==> config.mk <==
export PLATFORM = sky130hd
export DESIGN_NAME = mem_stage
export DESIGN_NICKNAME = d
export VERILOG_FILES = /design/src/rtl/mem_pkg.sv /design/src/rtl/ld_align.sv /design/src/rtl/mem_stage.sv
export SDC_FILE = /design/constraint.sdc
export NUM_CORES = 1
export LEC_CHECK = 0
export CAP_MARGIN = 40
export CORE_ASPECT_RATIO = 1.4
export CORE_MARGIN = 2
export CORE_UTILIZATION = 43
export CTS_CLUSTER_DIAMETER = 200
export DETAILED_ROUTE_END_ITERATION = 10
export HOLD_SLACK_MARGIN = 0.05
export PLACE_DENSITY = 0.87
export SYNTH_ARGS = -nofsm -noshare
export SYNTH_HDL_FRONTEND = slang
export SYNTH_SLANG_ARGS = --single-unit
==> constraint.sdc <==
create_clock -name clk -period 3.63 [get_ports clk]
set_input_delay 0.726 -clock clk [delete_from_list [all_inputs] [get_ports clk]]
set_output_delay 0.726 -clock clk [all_outputs]
set_load 0.01 [all_outputs]
==> src/rtl/mem_pkg.sv <==
// Shared definitions for the memory-access stage: load-size encodings,
// major opcodes and the memory FSM state type.
package mem_pkg;

  localparam logic [1:0] LDSZ_BYTE = 2'b00;
  localparam logic [1:0] LDSZ_HALF = 2'b01;
  localparam logic [1:0] LDSZ_WORD = 2'b11;

  localparam logic [6:0] OP_LOAD   = 7'b0000011;
  localparam logic [6:0] OP_STORE  = 7'b0100011;
  localparam logic [6:0] OP_BRANCH = 7'b1100011;

  typedef enum logic [1:0] {
    IDLE = 2'd0,
    REQ  = 2'd1,
    WAIT = 2'd2
  } mem_state_e;

endpackage

==> src/rtl/ld_align.sv <==
// Load data alignment: picks the addressed byte/half out of the memory word
// and sign- or zero-extends it to 32 bits.
module ld_align
  import mem_pkg::*;
(
  input  logic [31:0] rdata,
  input  logic [1:0]  ldsz,
  input  logic [1:0]  ldshift,
  input  logic        ld_unsigned,
  output logic [31:0] result
);

  logic [7:0]  byte_sel;
  logic [15:0] half_sel;

  always_comb begin
    byte_sel = 8'(rdata >> {ldshift, 3'b000});
    half_sel = 16'(rdata >> {ldshift[1], 4'b0000});
    case (ldsz)
      LDSZ_BYTE: result = {{24{byte_sel[7] & ~ld_unsigned}}, byte_sel};
      LDSZ_HALF: result = {{16{half_sel[15] & ~ld_unsigned}}, half_sel};
      default:   result = rdata;
    endcase
  end

endmodule

==> src/rtl/mem_stage.sv <==
// Memory-access pipeline stage: registers the EX result, runs loads/stores
// over a req/gnt/rvalid port and feeds rd_MEM/res_MEM back for forwarding.
module mem_stage
  import mem_pkg::*;
#(
  parameter int              XLEN     = 32,
  parameter logic [XLEN-1:0] RST_PC_Z = '0
) (
  input  logic            clk,
  input  logic            reset,
  input  logic            ext_stall,
  input  logic            valid_EX,
  input  logic [6:0]      opcode_EX,
  input  logic [4:0]      rd_EX,
  input  logic [XLEN-1:0] res_EX,
  input  logic [XLEN-1:0] x2_EX,
  input  logic [1:0]      ldsz,
  input  logic [1:0]      ldshift,
  input  logic            ld_unsigned,
  input  logic            trap_EX,
  output logic            dmem_req,
  output logic            dmem_we,
  output logic [3:0]      dmem_be,
  output logic [XLEN-1:0] dmem_addr,
  output logic [XLEN-1:0] dmem_wdata,
  input  logic            dmem_gnt,
  input  logic            dmem_rvalid,
  input  logic [XLEN-1:0] dmem_rdata,
  output logic [4:0]      rd_MEM,
  output logic [XLEN-1:0] res_MEM,
  output logic            valid_MEM,
  output logic            stall_req,
  output logic            trap_MEM
);

  // Handshake: a request is transferred on a cycle where dmem_req && dmem_gnt;
  // req and its address/we/be/wdata hold steady until then. Load data arrives
  // on a later cycle with dmem_rvalid, which is only honoured in WAIT.

  mem_state_e state, state_next;

  logic            valid_q, trap_q, ld_unsigned_q;
  logic [6:0]      opcode_q;
  logic [4:0]      rd_q;
  logic [XLEN-1:0] res_q, x2_q;
  logic [1:0]      ldsz_q, ldshift_q;

  logic            capture, is_store_q, is_mem_EX;
  logic [3:0]      lane_be;
  logic [XLEN-1:0] lane_wdata, ld_data;

  assign capture    = !ext_stall && !stall_req;
  assign is_store_q = (opcode_q == OP_STORE);
  assign is_mem_EX  = (opcode_EX == OP_LOAD) || (opcode_EX == OP_STORE);

  always_ff @(posedge clk or posedge reset) begin
    if (reset) state <= IDLE;
    else       state <= state_next;
  end

  always_comb begin
    state_next = state;
    case (state)
      IDLE: if (capture && valid_EX && !trap_EX && is_mem_EX) state_next = REQ;
      REQ:  if (dmem_gnt) state_next = is_store_q ? IDLE : WAIT;
      WAIT: if (dmem_rvalid) state_next = IDLE;
      default: state_next = IDLE;
    endcase
  end

  always_comb begin
    case (ldsz_q)
      LDSZ_BYTE: begin
        lane_be    = 4'b0001 << ldshift_q;
        lane_wdata = {4{x2_q[7:0]}};
      end
      LDSZ_HALF: begin
        lane_be    = 4'b0011 << {ldshift_q[1], 1'b0};
        lane_wdata = {2{x2_q[15:0]}};
      end
      default: begin
        lane_be    = 4'hF;
        lane_wdata = x2_q;
      end
    endcase

    stall_req  = (state != IDLE);
    dmem_req   = (state == REQ);
    dmem_we    = dmem_req && is_store_q;
    dmem_be    = dmem_req ? lane_be : 4'h0;
    dmem_addr  = dmem_req ? res_q : '0;
    dmem_wdata = dmem_req ? lane_wdata : '0;

    rd_MEM     = (valid_q && !trap_q && opcode_q != OP_STORE && opcode_q != OP_BRANCH)
                 ? rd_q : 5'd0;
    res_MEM    = res_q;
    valid_MEM  = valid_q && (state == IDLE);
    trap_MEM   = valid_q && trap_q;
  end

  // Capture only happens in IDLE, so it never collides with the WAIT writeback.
  always_ff @(posedge clk or posedge reset) begin
    if (reset) begin
      valid_q       <= 1'b0;
      trap_q        <= 1'b0;
      ld_unsigned_q <= 1'b0;
      opcode_q      <= 7'd0;
      rd_q          <= 5'd0;
      res_q         <= RST_PC_Z;
      x2_q          <= '0;
      ldsz_q        <= 2'd0;
      ldshift_q     <= 2'd0;
    end else if (capture) begin
      valid_q       <= valid_EX;
      trap_q        <= trap_EX;
      ld_unsigned_q <= ld_unsigned;
      opcode_q      <= opcode_EX;
      rd_q          <= rd_EX;
      res_q         <= res_EX;
      x2_q          <= x2_EX;
      ldsz_q        <= ldsz;
      ldshift_q     <= ldshift;
    end else if (state == WAIT && dmem_rvalid) begin
      res_q         <= ld_data;
    end
  end

  ld_align u_ld_align (
    .rdata       (dmem_rdata),
    .ldsz        (ldsz_q),
    .ldshift     (ldshift_q),
    .ld_unsigned (ld_unsigned_q),
    .result      (ld_data)
  );

endmodule

# Word-level counts from Yosys, hierarchy flattened
# Cells that the tools add are included.
[classes]
addsub = 0
mul = 0
n_div = 0
n_lt_le_gt_ge = 0
eq_ne = 11
shifts = 4
n_mux = 14
bitwise_logic = 3
n_reduce_logical = 21
[ops]
columns = ["cell", "n"]
rows = [
  ["32-bit two-way mux", 4],
  ["32-bit case mux with 2 select lines", 2],
  ["32-bit by 5-bit right shift with 16-bit output", 1],
  ["32-bit by 5-bit right shift with 8-bit output", 1],
  ["7-bit by 6-bit equality test with 1-bit output (second input constant)", 2],
  ["1-bit logical AND", 11],
  ["2-bit two-way mux", 4],
  ["4-bit case mux with 2 select lines", 1],
  ["7-bit by 2-bit equality test with 1-bit output (second input constant)", 1],
  ["7-bit by 6-bit != test with 1-bit output (second input constant)", 1],
  ["7-bit != test (second input constant)", 1],
  ["2-bit case mux with 3 select lines", 1],
  ["5-bit two-way mux", 1],
  ["2-bit by 1-bit equality test with 1-bit output (second input constant)", 2],
  ["1-bit logical NOT", 4],
  ["2-bit logical NOT", 2],
  ["4-bit two-way mux", 1],
  ["2-bit != test (second input constant)", 2],
  ["2-bit nonzero test", 2],
  ["1-bit by 2-bit << shifter with 4-bit output (first input constant)", 1],
  ["2-bit by 2-bit << shifter with 4-bit output (first input constant)", 1],
  ["3-bit AND reduction", 1],
  ["1-bit AND", 2],
  ["2-bit equality test (second input constant)", 1],
  ["3 further kinds", 3],
]
[totals]
regBits = 85
latchBits = 0
ram_bits = 0
rom_bits = 0
out_inout_bits = 110
elab_cells = 63
n_memories = 0

# Longest topological paths before layout
[logic_depth]
depth_word = 8
mapped_depth = 6
ltp_nobuf = 5

# Cells and area by module
# A second synthesis with hierarchy kept.
[unflattened]
hier_cells = 509
hier_area_um2 = 5182.5
[by_module_without_submodules]
columns = ["mod", "n_inst", "cells_each", "area_per_inst_um2", "seq_area_each_um2"]
rows = [
  ["mem_stage", 1, 416, 4473.0, 2127.0],
  ["ld_align", 1, 93, 709.4, 0.0],
]

# Worst setup path before layout
# Ideal clock, no wire load.
[synth_path]
kind = "register to output"
start = "register state[1]"
end = "output port dmem_wdata[13]"
t_arrival_ps = 1284
required_time_ps = 2904
slack_ps = 1620
stages_incl_launch_ff = 6
path_buffers = 2
cell_sequence = "dfrtp_1 -> buf_2 -> inv_2 -> nand2_1 -> buf_2 -> a21oi_1"
[synth_between]
elab_chain_cells = 2
[synth_lines]
columns = ["element", "line", "source"]
rows = [
  ["start, declared", "mem_stage.sv:40", "mem_state_e state, state_next;"],
  ["start signal, assigned", "mem_stage.sv:58", "else state <= state_next;"],
  ["2-bit by 1-bit equality test with 1-bit output", "mem_stage.sv:88", "dmem_req = (state == REQ);"],
  ["32-bit two-way mux", "mem_stage.sv:92", "dmem_wdata = dmem_req ? lane_wdata : '0;"],
  ["end, declared", "mem_stage.sv:25", "output logic [XLEN-1:0] dmem_wdata,"],
]
# Every way passes these cells.

# Final worst setup path
[layout_path]
start = "register ldsz_q[0]"
end = "output port dmem_be[0]"
[layout_between]
elab_chain_cells = 3
elab_cells_between_ends = 4
classes_between = "eq/ne: 1; mux: 2; reduce/logical: 1"
[layout_lines]
columns = ["element", "line", "source"]
rows = [
  ["start, declared", "mem_stage.sv:46", "logic [1:0] ldsz_q, ldshift_q;"],
  ["start signal, assigned", "mem_stage.sv:121", "ldsz_q <= ldsz;"],
  ["2-bit by 1-bit equality test with 1-bit output / 2-bit logical NOT (equally long branches)", "mem_stage.sv:72", "case (ldsz_q)"],
  ["4-bit case mux with 2 select lines *", "mem_stage.sv:72", ""],
  ["4-bit two-way mux *", "mem_stage.sv:90", "dmem_be = dmem_req ? lane_be : 4'h0;"],
  ["end, declared", "mem_stage.sv:23", "output logic [3:0] dmem_be,"],
]
# Mark *: on every way between the ends. The rest lies on a longest branch, timed or not.

==> results.toml <==
[worst_setup_path]
start_kind = "flip-flop"
arrival_ps = 2470
critPathKind = "reg -> out"
critPathRequiredTime_ps = 2900
worstSetupEndpointType = "primary output"
crit_fanout = 16

[timing]
slew_headroom = 0.491
rsz0062_at_grt = "no"
period_share = 0.880
fin_setup_tns_ps = 0
finalSetupViolations = 0
worst_pin_slew_ps = 761
drv_slew = 0
fmax_mhz = 313
clock_skew_ps = 3.35
fin_crit_ps = 3190
finalHoldViolCount = 0
worst_slack_ps = 437

[synthesis]
synthMuxAreaShare = 0.0559
synthTopCellsByCount = "199 x nand2_1, 85 x dfrtp_1, 58 x and3_1"
synth_nets = 756
synthDominantCellAreaShare = 0.415
synthArstFlopShare = 1.00
synth_edf_count = 0
ys.flop_type = "dfrtp_1"
synthCells = 636
synth.area.top_cells = "dfrtp_1 42%, nand2_1 15%, and3_1 7.1%"
synth_top_family_by_area = "simple AND/OR/NAND/NOR gates"
avgSynthCellArea_um2 = 8.06
synth-seq-cells = 85
synth_xor_area_frac = 0
synth_area_mm2 = 0.00512
seq_area_frac_synth = 0.415
synthSimpleGateAreaFrac = 0.296
yosysWarnings = 0
synth.largest_area_cell = "dfrtp_1"
synthAdderAreaFrac = 0
synth_compound_area_frac = 0.180
synthDistinctLibCells = 44
yosysMostFrequentCell = "nand2_1"

[clock_tree]
h-tree-depth = 3
cts_root_buf = "clkbuf_16"
clk_latency_ps = 340
cts_buffers = 9
cts.path.max_buffers = 2
clkSinkCount = 85
post_cts_buffers = 0
clk_pin_slew_ps = 60
ctsResizeCount = 0
cts_tree = "built"
ctsHoldBuffers = 0

[die]
die_area_mm2 = 0.0128
coreArea_mm2 = 0.0117
initial_core_util = 0.438
num_io_pins = 230
die_width_um = 96.3
fp-row-count = 47
die_h_um = 133

[placement]
dp_slack_ps = 795
port_buffers = 229
dpl.hpwl_um = 13200
globalplace.congestion = 0.866

[final_layout]
fill_cells = 996
multi_input_area_mm2 = 0.00273
area_growth_pct = 51.4
fin_util = 0.663
fin_nets = 959
final_layout_size_suffix_gt1_frac = 0.0582
regArea_mm2 = 0.00213

[grt]
grt_max_degree = 51
grt_util_all_layers = 0.284
grt_pass1_vias = 5412
grt.overflow.total = 0
grt_antenna_before_repair = 0
grt_pass1_wl_um = 27700

[hold_path]
hp-class = "reg -> reg"

[route]
via_per_inst = 5.47
firstDrtPassIters = 5
routed_wirelength_um = 18100
drtIter0Drc = 234
vias = 5418
wl_per_cell_um = 18.3
ant_nets = 0
post-route-drc-count = 0

[run]
maxCapViolations = 0

[outcome]
status = "complete, no violations"

[power_and_ir_drop]
finalPower_w = 0.00267
max-vdd-ir-drop_mv = 0.207
pwr_density_cell_mw_per_mm2 = 344
p_leak_nw = 3.56
[stage by stage]
stage	instance area [um^2]	hold WS [ps]	std cells
global route	7760	492	989
global placement	7480	451	975
floorplan	5120	437	636
detailed placement	7480	454	975
CTS	7760	470	989
finish	7760	466	990
[where the power goes]
group          leakage (nW)  internal [W]  switching, W
clock network         0.134      0.000525      0.000375
logic                  2.39      0.000335      0.000287
registers              1.04       0.00104      0.000106
total                  3.56       0.00190      0.000768
[routing by layer]
metal / global-route usage / wire (um)
met1: 0.330 / 6710
met2: 0.481 / 9280
met3: 0.0639 / 1400
met4: 0.142 / 733
met5: 0 / 0
[state kept, by name (all words and copies together), names as in the netlist, 2 cells and up]
| signal | flops |
|---|---|
| x2_q | 32 |
| opcode_q | 7 |
| ldsz_q | 2 |
| state | 2 |
| ldshift_q | 2 |
| res_MEM | 32 |
| rd_q | 5 |
[cell type report]
type | count | share of cell area
antenna | 1 | 0.000322
clock buffer | 10 | 0.0295
clock inverter | 4 | 0.00661
inverter | 7 | 0.00355
multi-input combinational | 491 | 0.351
sequential | 85 | 0.274
tap | 147 | 0.0237
timing repair buffer | 245 | 0.311
[final timing paths]
kind,endpoint,slack (ps),cells past startpoint,startpoint
max,dmem_be[0],440,5,ldsz_q[0]
min,rd_q[1],470,2,rd_q[1]
max reg2reg,ld_unsigned_q,1320,5,state[0]
min reg2reg,rd_q[1],470,2,rd_q[1]
max in group asynchronous,opcode_q[6],2190,3,reset
min in group asynchronous,rd_q[3],750,2,reset
[cell usage in the layout, fill, tap and decap left out, drive strengths merged, types with 2 or more instances in the layout]
| cell type | count |
|---|---|
| a22oi | 14 |
| o221ai | 6 |
| inv | 5 |
| clkinv | 4 |
| nor2b | 4 |
| nand2 | 199 |
| or2 | 2 |
| nor4b | 2 |
| and2 | 17 |
| mux2i | 26 |
| buf | 16 |
| clkdlybuf4s50 | 229 |
| o21ai | 13 |
| nor3 | 5 |
| dfrtp | 85 |
| mux2 | 2 |
| a21oi | 41 |
| o22ai | 10 |
| a22o | 15 |
| a211oi | 9 |
| clkbuf | 10 |
| a221oi | 2 |
| and3 | 58 |
| o211ai | 18 |
| nor2 | 39 |
[cells by family (layout without fill, tap and decap cells)]
group	after synthesis	after routing
muxes	28	28
and+or+nand+nor	333	333
other	0	1
DFF	85	85
AOI/OAI and AO/OA	130	130
buffers and inverters	60	266
[worst max-delay path, stage by stage (launching register included)]
cell and delay, ps:
dfrtp_1 650, nor2b_1 90, buf_4 190, o21ai_0 440, and2_1 210, clkdlybuf4s50_1 530
Note: power is estimated with default switching activity, not from simulation.
